<file path="src/rtl/score_accumulator.sv">
// Output-layer score builder: sums ACC_LEN signed partial products per class (10 classes) with
// saturation, and presents the packed frame of scores on Num under a valid/ready handshake.
module score_accumulator #(
   parameter int NUM_SIZE = 26,
   parameter int IN_SIZE  = 16,
   parameter int ACC_LEN  = 4
) (
   input  logic                       clk,
   input  logic                       GlobalReset,
   input  logic                       in_valid,
   output logic                       in_ready,
   input  logic signed [IN_SIZE-1:0]  in_data,
   input  logic                       in_last,
   output logic                       out_valid,
   input  logic                       out_ready,
   output logic [NUM_SIZE*10-1:0]     Num,
   output logic                       err_last
);

   localparam int BEAT_W = (ACC_LEN > 1) ? $clog2(ACC_LEN) : 1;
   localparam logic [BEAT_W-1:0] BEAT_MAX = BEAT_W'(ACC_LEN - 1);
   localparam logic [3:0] CLS_MAX = 4'd9;
   localparam logic signed [NUM_SIZE-1:0] SAT_MAX = {1'b0, {(NUM_SIZE-1){1'b1}}};
   localparam logic signed [NUM_SIZE-1:0] SAT_MIN = {1'b1, {(NUM_SIZE-1){1'b0}}};

   typedef enum logic [0:0] {
      ST_ACCUM = 1'b0,
      ST_HOLD  = 1'b1
   } state_t;

   // Overflow shows up as disagreement between the two top bits of the widened sum.
   function automatic logic signed [NUM_SIZE-1:0] sat(input logic signed [NUM_SIZE:0] v);
      if (v[NUM_SIZE] != v[NUM_SIZE-1]) begin
         sat = v[NUM_SIZE] ? SAT_MIN : SAT_MAX;
      end else begin
         sat = v[NUM_SIZE-1:0];
      end
   endfunction

   state_t                      r_state;
   state_t                      w_state_next;
   logic [BEAT_W-1:0]           r_beat;
   logic [3:0]                  r_cls;
   logic signed [NUM_SIZE-1:0]  r_acc;
   logic [NUM_SIZE-1:0]         r_slot [10];
   logic                        r_err_last;

   logic                        w_in_hs;
   logic                        w_last_beat;
   logic                        w_final;
   logic signed [NUM_SIZE:0]    w_x;
   logic signed [NUM_SIZE:0]    w_sum_wide;
   logic signed [NUM_SIZE-1:0]  w_acc_next;

   assign in_ready    = (r_state == ST_ACCUM);
   assign out_valid   = (r_state == ST_HOLD);
   assign err_last    = r_err_last;

   assign w_in_hs     = in_valid & in_ready;
   assign w_last_beat = (r_beat == BEAT_MAX);
   assign w_final     = w_last_beat & (r_cls == CLS_MAX);
   assign w_x         = {{(NUM_SIZE + 1 - IN_SIZE){in_data[IN_SIZE-1]}}, in_data};
   assign w_sum_wide  = {r_acc[NUM_SIZE-1], r_acc} + w_x;
   // First beat of a class loads; with ACC_LEN==1 every beat is a first beat.
   assign w_acc_next  = (r_beat == '0) ? w_x[NUM_SIZE-1:0] : sat(w_sum_wide);

   genvar k;
   generate
      for (k = 0; k < 10; k++) begin : g_pack
         assign Num[k*NUM_SIZE +: NUM_SIZE] = r_slot[k];
      end
   endgenerate

   // State register.
   always_ff @(posedge clk) begin
      if (GlobalReset) begin
         r_state <= ST_ACCUM;
      end else begin
         r_state <= w_state_next;
      end
   end

   // Next-state decode.
   always_comb begin
      w_state_next = r_state;
      case (r_state)
         ST_ACCUM: begin
            if (w_in_hs && w_final) begin
               w_state_next = ST_HOLD;
            end else begin
               w_state_next = ST_ACCUM;
            end
         end
         ST_HOLD: begin
            if (out_ready) begin
               w_state_next = ST_ACCUM;
            end else begin
               w_state_next = ST_HOLD;
            end
         end
         default: w_state_next = ST_ACCUM;
      endcase
   end

   // Beat/class counters, running accumulator, score slots and framing check.
   always_ff @(posedge clk) begin
      if (GlobalReset) begin
         r_beat     <= '0;
         r_cls      <= 4'd0;
         r_acc      <= '0;
         r_err_last <= 1'b0;
         for (int i = 0; i < 10; i++) begin
            r_slot[i] <= '0;
         end
      end else begin
         r_err_last <= w_in_hs & (in_last ^ w_final);
         if (w_in_hs) begin
            r_acc <= w_acc_next;
            if (w_last_beat) begin
               r_slot[r_cls] <= w_acc_next;
               r_beat        <= '0;
               r_cls         <= w_final ? 4'd0 : r_cls + 4'd1;
            end else begin
               r_beat <= r_beat + BEAT_W'(1);
            end
         end
      end
   end

endmodule
</file>
<file path="config.mk">
export PLATFORM = sky130hd
export DESIGN_NAME = score_accumulator
export DESIGN_NICKNAME = d
export VERILOG_FILES = /design/src/rtl/score_accumulator.sv
export SDC_FILE = /design/constraint.sdc
export NUM_CORES = 1
export LEC_CHECK = 0
export ABC_AREA = 0
export BUFFER_PORTS_ARGS = -buffer_cell sky130_fd_sc_hd__buf_2
export CORE_UTILIZATION = 49
export CTS_CLUSTER_SIZE = 40
export DETAILED_ROUTE_END_ITERATION = 8
export PLACE_DENSITY = 0.81
export SETUP_SLACK_MARGIN = 0.4
export SYNTH_ARGS = -nofsm -noshare
export SYNTH_HDL_FRONTEND = slang
export SYNTH_SLANG_ARGS = --single-unit
</file>
<file path="constraint.sdc">
create_clock -name clk -period 3.6 [get_ports clk]
set_input_delay 0.54 -clock clk [delete_from_list [all_inputs] [get_ports clk]]
set_output_delay 0.54 -clock clk [all_outputs]
set_load 0.02 [all_outputs]
</file>
==> results_dict.tcl, run 1 <==
set metrics [dict create \
    grt_pass1_vias 8890 \
    worstSetupPathType "reg -> reg" \
    io_buffers 283 \
    hold_ws_ns 0.3217 \
    cts_made_buffers 29 \
    drv_slew 0 \
    synth_edf_count 260 \
    fmaxAchievable_ghz 0.3203 \
    pwr-share-clk_pct 34.7 \
    vias 9434 \
    dp.cells 1628 \
    route.detailed.drc 0 \
    tns_ns 0 \
    setup_slack_ns 0.4777 \
    maxCapViolCount 0 \
    yosysSeqAreaShare_pct 68.87 \
    seq_power_share_pct 47.0 \
    nets 1396 \
    internal-power_mw 5.995 \
    synth_area_leader_cell "edfxtp_1" \
    die_area_um2 25790 \
    ios 284 \
    multi_input_comb_area_um2 3827 \
    synth_area_per_cell_um2 12.16 \
    synth_top_area_share_pct 63.34 \
    min_path_type "in -> reg" \
    combPwrFrac_pct 18.4 \
    cts_tree "done" \
    fillers 1788 \
    max_slew_margin_pct 32.05 \
    post_drt_wl_per_cell_um 20.54 \
    finalWirelength_mm 34.69 \
    hold_viol 0 \
    grt_overflow_total 0 \
    fp.dieH_um 160.6 \
    setup_viol 0 \
    power.total_mw 8.273 \
    layout-drive-gt1-share_pct 32.75 \
    core_area_um2 24460 \
    cts_buffer_depth 3 \
    rsz0062_at_grt "true" \
    switching_share_pct 27.54 \
    die_w_um 160.6 \
    p_per_area_nw_per_um2 523.0 \
    critPathLaunchType "register" \
    gp_congestion 0.9475 \
    clkTransAtPathRegs_ns 0.06 \
    async_flop_share_pct 0 \
    post-route-util_pct 64.67 \
    crit_fanout 6 \
    cts.sinks 294 \
    cp.arrival_ns 3.37 \
    ir_drop_mv 0.3919 \
    syn_to_final_growth_pct 28.34 \
    first_pass_iters 5 \
    num_antenna_cells 0 \
    cts_root_buffer "clkbuf_16" \
    postSynthCellCount 1014 \
    start_util_pct 50.39 \
    min_period_over_period_pct 86.73 \
    grt_usage_pct 25.84 \
    switching_power_mw 2.278 \
    worst_pin_slew_ns 1.019 \
    post-place-ws_ns 0.0006049 \
    insertion_delay_ns 0.54 \
    syn_nets 1066 \
    std_cell_rows 57 \
    htree_levels 1 \
    grt_pass1_wl_mm 50.66 \
    synth.most_common_cell "nor2_1" \
    ys.flop_type "edfxtp_1" \
    crit_required_ns 3.85 \
    final_cell_area_um2 15820 \
    ant_nets 0 \
    ys_warn_count 0 \
    ys_types 60 \
    regArea_um2 8488 \
    drt_iter0_markers 911 \
    end_kind "register" \
    synth.area.top_cells "edfxtp_1 63%, nor2_1 8.6%, dfxtp_1 5.5%" \
    antenna_found_initial 1 \
    outcome "completed" \
    synth_common_cells "284 x nor2_1, 260 x edfxtp_1, 65 x a21oi_1, 61 x nand2_1, 45 x clkbuf_1" \
    p_leak_nw 6.783 \
    hpwl_mm 23.81 \
    via_per_inst 5.586 \
    placed_area_um2 14650 \
    period_minus_slack_ns 3.122 \
    ys_ff_latch 294 \
    grt_max_degree 40 \
    netlist_area_um2 12330 \
    final_cells 1689 \
    skew_ns 0.01738 \
]
flip-flops by register name, indices dropped and copies added (netlist names):
register	cells
r_slot	260
r_cls	4
err_last	1
out_valid	1
r_acc	26
r_beat	2
worst max-delay path: stages (launching register included):
cell,delay (ns)
dfxtp_1,0.33
ha_1,0.21
fa_2,0.39
a211oi_4,0.25
o21ai_2,0.10
a32oi_2,0.26
a31oi_4,0.17
or2_4,0.29
maj3_1,0.39
o221ai_4,0.22
buf_6,0.18
nor2_1,0.05
power groups by stage:
stage                     Sequential (mW)  Combinational, mW  Clock [mW]
final                                3.89               1.52        2.87
after global routing                 3.90               1.61        3.03
after CTS                            3.89               1.41        2.89
after detailed placement             3.96               1.40           0
after global placement               3.95               1.37           0
after floorplan                      4.09              0.687           0
layout by cell type, fill, tap and decap left out, drive strengths merged, types with 5 or more instances in the layout:
cell    count
buf       361
nor2      284
edfxtp    260
a21oi      65
nand2      61
clkbuf     36
o21ai      35
dfxtp      34
ha         30
nor3       15
o22ai      14
xnor2      13
nand3      13
o221ai     13
inv        13
clkinv     11
a21o       10
a211oi      9
xor2        8
and3        7
o211ai      6
nand2b      6
nand4       5
or3         5
a31oi       5
metal layers:
metal / track usage [%] / part of all wire (%) / routed length [um]
met5: 0 / 0.037 / 13
met1: 31.62 / 37 / 12780
met3: 4.907 / 9.1 / 3158
met2: 44.88 / 50 / 17430
met4: 10.69 / 3.7 / 1299
cell type report:
| type | instances | share of cell area [%] |
|---|---|---|
| clock buffer | 36 | 4.754 |
| tap | 324 | 2.563 |
| sequential | 294 | 53.66 |
| clock inverter | 16 | 0.9017 |
| timing repair buffer | 361 | 13.67 |
| multi-input combinational | 647 | 24.20 |
| inverter | 11 | 0.2610 |
logic make-up after synthesis:
group                      after synthesis  share of synthesized area [%]
and+or+nand+nor                        414                          14.01
muxes                                    1                        0.08121
adders and majority gates               35                          3.533
buffers and inverters                   74                          2.416
AOI/OAI and AO/OA                      175                          9.603
xor gates and xnor gates                21                          1.492
DFF                                    294                          68.87
path summary, 6_finish.rpt:
check / start / end / slack [ns] / cells after the start
max reg2reg: r_acc[0] / r_slot[8][1] / 0.48 / 11
min: in_last / err_last / 0.32 / 3
max: r_acc[0] / r_slot[8][1] / 0.48 / 11
min reg2reg: r_acc[13] / r_acc[13] / 0.46 / 2
what timing repair did:
action	4_1_cts	5_1_grt
setup buffers	0	4
setup endpoints to repair	8	246
hold buffers	0	0
cloned	0	5
resized for setup	1	50
pin swaps	1	10
(Power assumes the default switching activity.)
==> inputs of run 2 (changes only) <==
PLACE_DENSITY = 0.76   (was 0.81)
==> results_dict.tcl, run 2 (synthesis gave the netlist of run 1 again) <==
set metrics [dict create \
    syn_to_final_growth_pct 28.84 \
    holdPathEnd "out_valid" \
    largest_register "r_slot" \
    worstSetupPathType "reg -> reg" \
    grt_max_degree 40 \
    tns_ns 0 \
    post_drt_wl_per_cell_um 20.60 \
    htree_levels 1 \
    r2r_slack_ns 0.45 \
    hold_ws_ns 0.3350 \
    skew_ns 0.01999 \
    r2r_end "r_slot[8][4]" \
    mostFrequentLayoutCells "284 x nor2_1, 283 x buf_2, 260 x edfxtp_1, 62 x a21oi_1, 61 x nand2_1" \
    min_path_type "in -> reg" \
    vias 9450 \
    worst_pin_slew_ns 1.001 \
    critPathLaunchType "register" \
    p_per_area_nw_per_um2 519.1 \
    core_area_um2 24460 \
    fp.dieH_um 160.6 \
    ios 284 \
    reg2reg_from "r_acc[0]" \
    max_slew_margin_pct 33.23 \
    die_w_um 160.6 \
    cts_made_buffers 29 \
    cts_buffer_depth 3 \
    rsz0062_at_grt "true" \
    nets 1398 \
    ant_nets 0 \
    clkTransAtPathRegs_ns 0.07 \
    final_cells 1690 \
    grt_pass1_wl_mm 50.48 \
    finalWirelength_mm 34.82 \
    drv_slew 0 \
    via_per_inst 5.592 \
    setup_viol 0 \
    grt_usage_pct 25.71 \
    min_period_over_period_pct 87.63 \
    insertion_delay_ns 0.54 \
    layout_commonest_cell "nor2_1" \
    ctsHoldBuffers 0 \
    drt_iter0_markers 875 \
    gp_congestion 0.9347 \
    end_kind "register" \
    layout-drive-gt1-share_pct 32.60 \
    top_regs "r_slot x260, r_acc x26, r_cls x4" \
    period_minus_slack_ns 3.155 \
    cp.arrival_ns 3.39 \
    fmaxAchievable_ghz 0.3170 \
    die_area_um2 25790 \
    route.detailed.drc 0 \
    grt_overflow_total 0 \
    ir_drop_mv 0.3461 \
    hold_depth 3 \
    crit_required_ns 3.84 \
    antenna_found_initial 1 \
    start_util_pct 50.39 \
    io_buffers 283 \
    cts_tree "done" \
    p_leak_nw 6.811 \
    outcome "completed" \
    min_from "out_ready" \
    ff2ff_path_depth 11 \
    hpwl_mm 23.05 \
    hold_viol 0 \
    largest_reg_flops 260 \
    dp.cells 1624 \
    crit_fanout 10 \
    cts.sinks 294 \
    post-route-util_pct 64.92 \
    cts_root_buffer "clkbuf_16" \
    maxCapViolCount 0 \
    grt_pass1_vias 8842 \
    std_cell_rows 57 \
    first_pass_iters 5 \
]
==> run 2: changes by cell type in the layout (fill, tap and decap cells not counted), moves of 2 or more <==
| cell | previous run | this run |
|---|---|---|
| clkinv_2 | 3 | 1 |
| buf_4 | 57 | 54 |
| nor4b_1 | 2 | 0 |
| buf_12 | 10 | 16 |
| a211oi_2 | 0 | 2 |
==> run 2: timing repair <==
action | CTS | global route
gates cloned | 0 | 5
buffers inserted | 4 | 6
gates resized for setup | 1 | 48
pin swaps | 5 | 4
setup endpoints to repair | 101 | 243
==> run 2: layout make-up <==
| class | count | area, um2 |
|---|---|---|
| multi-input combinational | 647 | 3820 |
| clock buffer | 37 | 755.7 |
| clock inverter | 13 | 98.84 |
| antenna | 1 | 2.502 |
| fill | 1813 | 8582 |
| timing repair buffer | 363 | 2268 |
| sequential | 294 | 8488 |
| inverter | 11 | 41.29 |
| tap | 324 | 405.4 |
==> run 2: worst max-delay path, stage by stage (launching register included) <==
cell       delay, ns
dfxtp_1         0.33
ha_1            0.21
fa_2            0.39
a211oi_2        0.26
o21ai_2         0.11
a32oi_2         0.26
a31oi_4         0.17
o2111ai_4       0.28
nand3_4         0.17
buf_4           0.24
o22ai_4         0.34
nor2_1          0.11
==> run 2: metal layers <==
metal | global-route usage, % | part of all wire, % | up-vias
li1 | - | - | 4314
met3 | 3.771 | 8.1 | 65
met2 | 44.31 | 50 | 500
met4 | 9.307 | 2.9 | 0
met1 | 33.05 | 39 | 4571
met5 | 0 | 0 | -
==> run 2: worst max-delay path by stage <==
stage / start / to / slack (ns) / cells past startpoint
floorplan: in_data[3] / r_slot[2][19] / 0.38 / 12
global placement: in_data[15] / r_slot[8][10] / 0.02 / 11
detailed placement: in_data[15] / r_slot[4][10] / -0.11 / 11
CTS: r_acc[10] / r_slot[4][10] / 0.40 / 13
global route: r_acc[0] / r_slot[8][4] / 0.33 / 11
finish: r_acc[0] / r_slot[8][4] / 0.45 / 11
==> run 2: power breakdown <==
group          switching (mW)  internal, mW
clock                    1.24          1.55
combinational            1.01         0.564
sequential             0.0510          3.83
==> run 2: through the flow <==
step                total power [mW]  setup WS (ns)  area (um2)
CTS                            8.113         0.3989       15560
floorplan                      4.776         0.3811       12430
detailed placement             5.332        -0.1098       14620
finish                         8.243         0.4453       15880
global route                   8.503         0.3343       15880
global placement               5.322        0.02043       14620
==> inputs of run 3 (changes only) <==
CTS_BUF_LIST = sky130_fd_sc_hd__clkbuf_8 sky130_fd_sc_hd__clkbuf_16   (was default)
==> results_dict.tcl, run 3 (synthesis gave the netlist of run 1 again) <==
set metrics [dict create \
    outcome "completed" \
    grt_usage_pct 25.71 \
    power.total_mw 8.220 \
    top_regs "r_slot x260, r_acc x26, r_cls x4" \
    insertion_delay_ns 0.54 \
    maxCapViolCount 0 \
    antenna_found_initial 1 \
    period_minus_slack_ns 3.160 \
    hold_ws_ns 0.3358 \
    syn_to_final_growth_pct 28.84 \
    grt_use_met3_pct 3.771 \
    largest_reg_flops 260 \
    vias 9399 \
    ant_nets 0 \
    core_area_um2 24460 \
    io_buffers 283 \
    use_met1_pct 33.05 \
    final_cell_area_um2 15880 \
    cp_cell_sequence "ha_1, fa_2, a211oi_2, o21ai_2, a32oi_2, a31oi_4, o2111ai_4, nand3_4, buf_4, o22ai_4, nor2_1" \
    ctsHoldBuffers 0 \
    fp.dieH_um 160.6 \
    clkTransAtPathRegs_ns 0.07 \
    max_slew_margin_pct 34.42 \
    final_cells 1690 \
    worstSetupPathType "reg -> reg" \
    largest_register "r_slot" \
    cts_buffer_depth 3 \
    ios 284 \
    worst_pin_slew_ns 0.9837 \
    grt_pass1_vias 8842 \
    nets 1398 \
    p_leak_nw 6.844 \
    critPathLaunchType "register" \
    dp.cells 1624 \
    via_per_inst 5.562 \
    crit_required_ns 3.84 \
    setup_viol 0 \
    start_util_pct 50.39 \
    grtUsageMet2_pct 44.31 \
    end_kind "register" \
    layout_commonest_cell "nor2_1" \
    post-route-util_pct 64.92 \
    min_path_type "in -> reg" \
    fmaxAchievable_ghz 0.3165 \
    cts.sinks 294 \
    cts_made_buffers 29 \
    slowest_delay_ns 0.39 \
    min_period_over_period_pct 87.77 \
    grt_max_degree 40 \
    layout-drive-gt1-share_pct 32.60 \
    crit_fanout 10 \
    drt_iter0_markers 878 \
    hold_viol 0 \
    setup_slack_ns 0.4403 \
    drv_slew 0 \
    first_pass_iters 6 \
    finalWirelength_mm 34.82 \
    die_w_um 160.6 \
    post-place-ws_ns -0.1098 \
    gr-max-usage-layer "met2" \
    route.detailed.drc 0 \
    die_area_um2 25790 \
    ir_drop_mv 0.3440 \
    htree_levels 1 \
    slowest_stage "fa_2" \
    grt_overflow_total 0 \
    grt_pass1_wl_mm 50.48 \
    mostFrequentLayoutCells "284 x nor2_1, 283 x buf_2, 260 x edfxtp_1, 62 x a21oi_1, 61 x nand2_1" \
    std_cell_rows 57 \
    cts_tree "done" \
    hpwl_mm 23.05 \
    post_drt_wl_per_cell_um 20.60 \
    p_per_area_nw_per_um2 517.7 \
    cp.arrival_ns 3.40 \
    gp_congestion 0.9347 \
    skew_ns 0.02040 \
    placed_area_um2 14620 \
    cts_root_buffer "clkbuf_16" \
    r2r_slack_ns 0.44 \
    tns_ns 0 \
    rsz0062_at_grt "true" \
]
==> run 3: cell types whose count changed in the layout (fill, tap and decap cells not counted) <==
cell / delta
clkbuf_1: -8
inv_1: +8
==> run 3: path summary, 6_finish.rpt <==
kind         startpoint  cells after the start      endpoint
max            r_acc[0]                     11  r_slot[8][4]
min           out_ready                      3     out_valid
max reg2reg    r_acc[0]                     11  r_slot[8][4]
min reg2reg    r_acc[9]                      2      r_acc[9]
==> run 3: routing by layer <==
metal	up-vias	wire (um)
met5	-	0
met3	63	2776
li1	4311	-
met1	4538	13750
met4	0	1013
met2	487	17280
==> run 3: layout make-up <==
| type | instances | area, um2 |
|---|---|---|
| inverter | 11 | 41.29 |
| timing repair buffer | 363 | 2268 |
| antenna | 1 | 2.502 |
| multi-input combinational | 647 | 3820 |
| fill | 1813 | 8582 |
| sequential | 294 | 8488 |
| tap | 324 | 405.4 |
| clock buffer | 29 | 725.7 |
| clock inverter | 21 | 128.9 |
==> run 3: power by group <==
part | internal (mW) | total, mW | switching [mW]
combinational | 0.564 | 1.57 | 1.01
sequential | 3.83 | 3.88 | 0.0510
clock | 1.53 | 2.77 | 1.24
==> run 3: worst max-delay path: cells and delay by family, from the launching register on <==
family	cells	cell delay [ns]
AND/OR/NAND/NOR	2	0.27
buffers and inverters	1	0.24
flip-flops	1	0.33
adder cells (fa/ha/maj)	2	0.60
AO/OA/AOI/OAI	6	1.42
==> run 3: what timing repair did <==
item / 4_1_cts / 5_1_grt
endpoints found under the hold margin: 0 / 0
setup endpoints to repair: 101 / 243
pin swaps: 5 / 4
resized for setup: 1 / 48
setup buffers: 4 / 6
gates cloned: 0 / 5
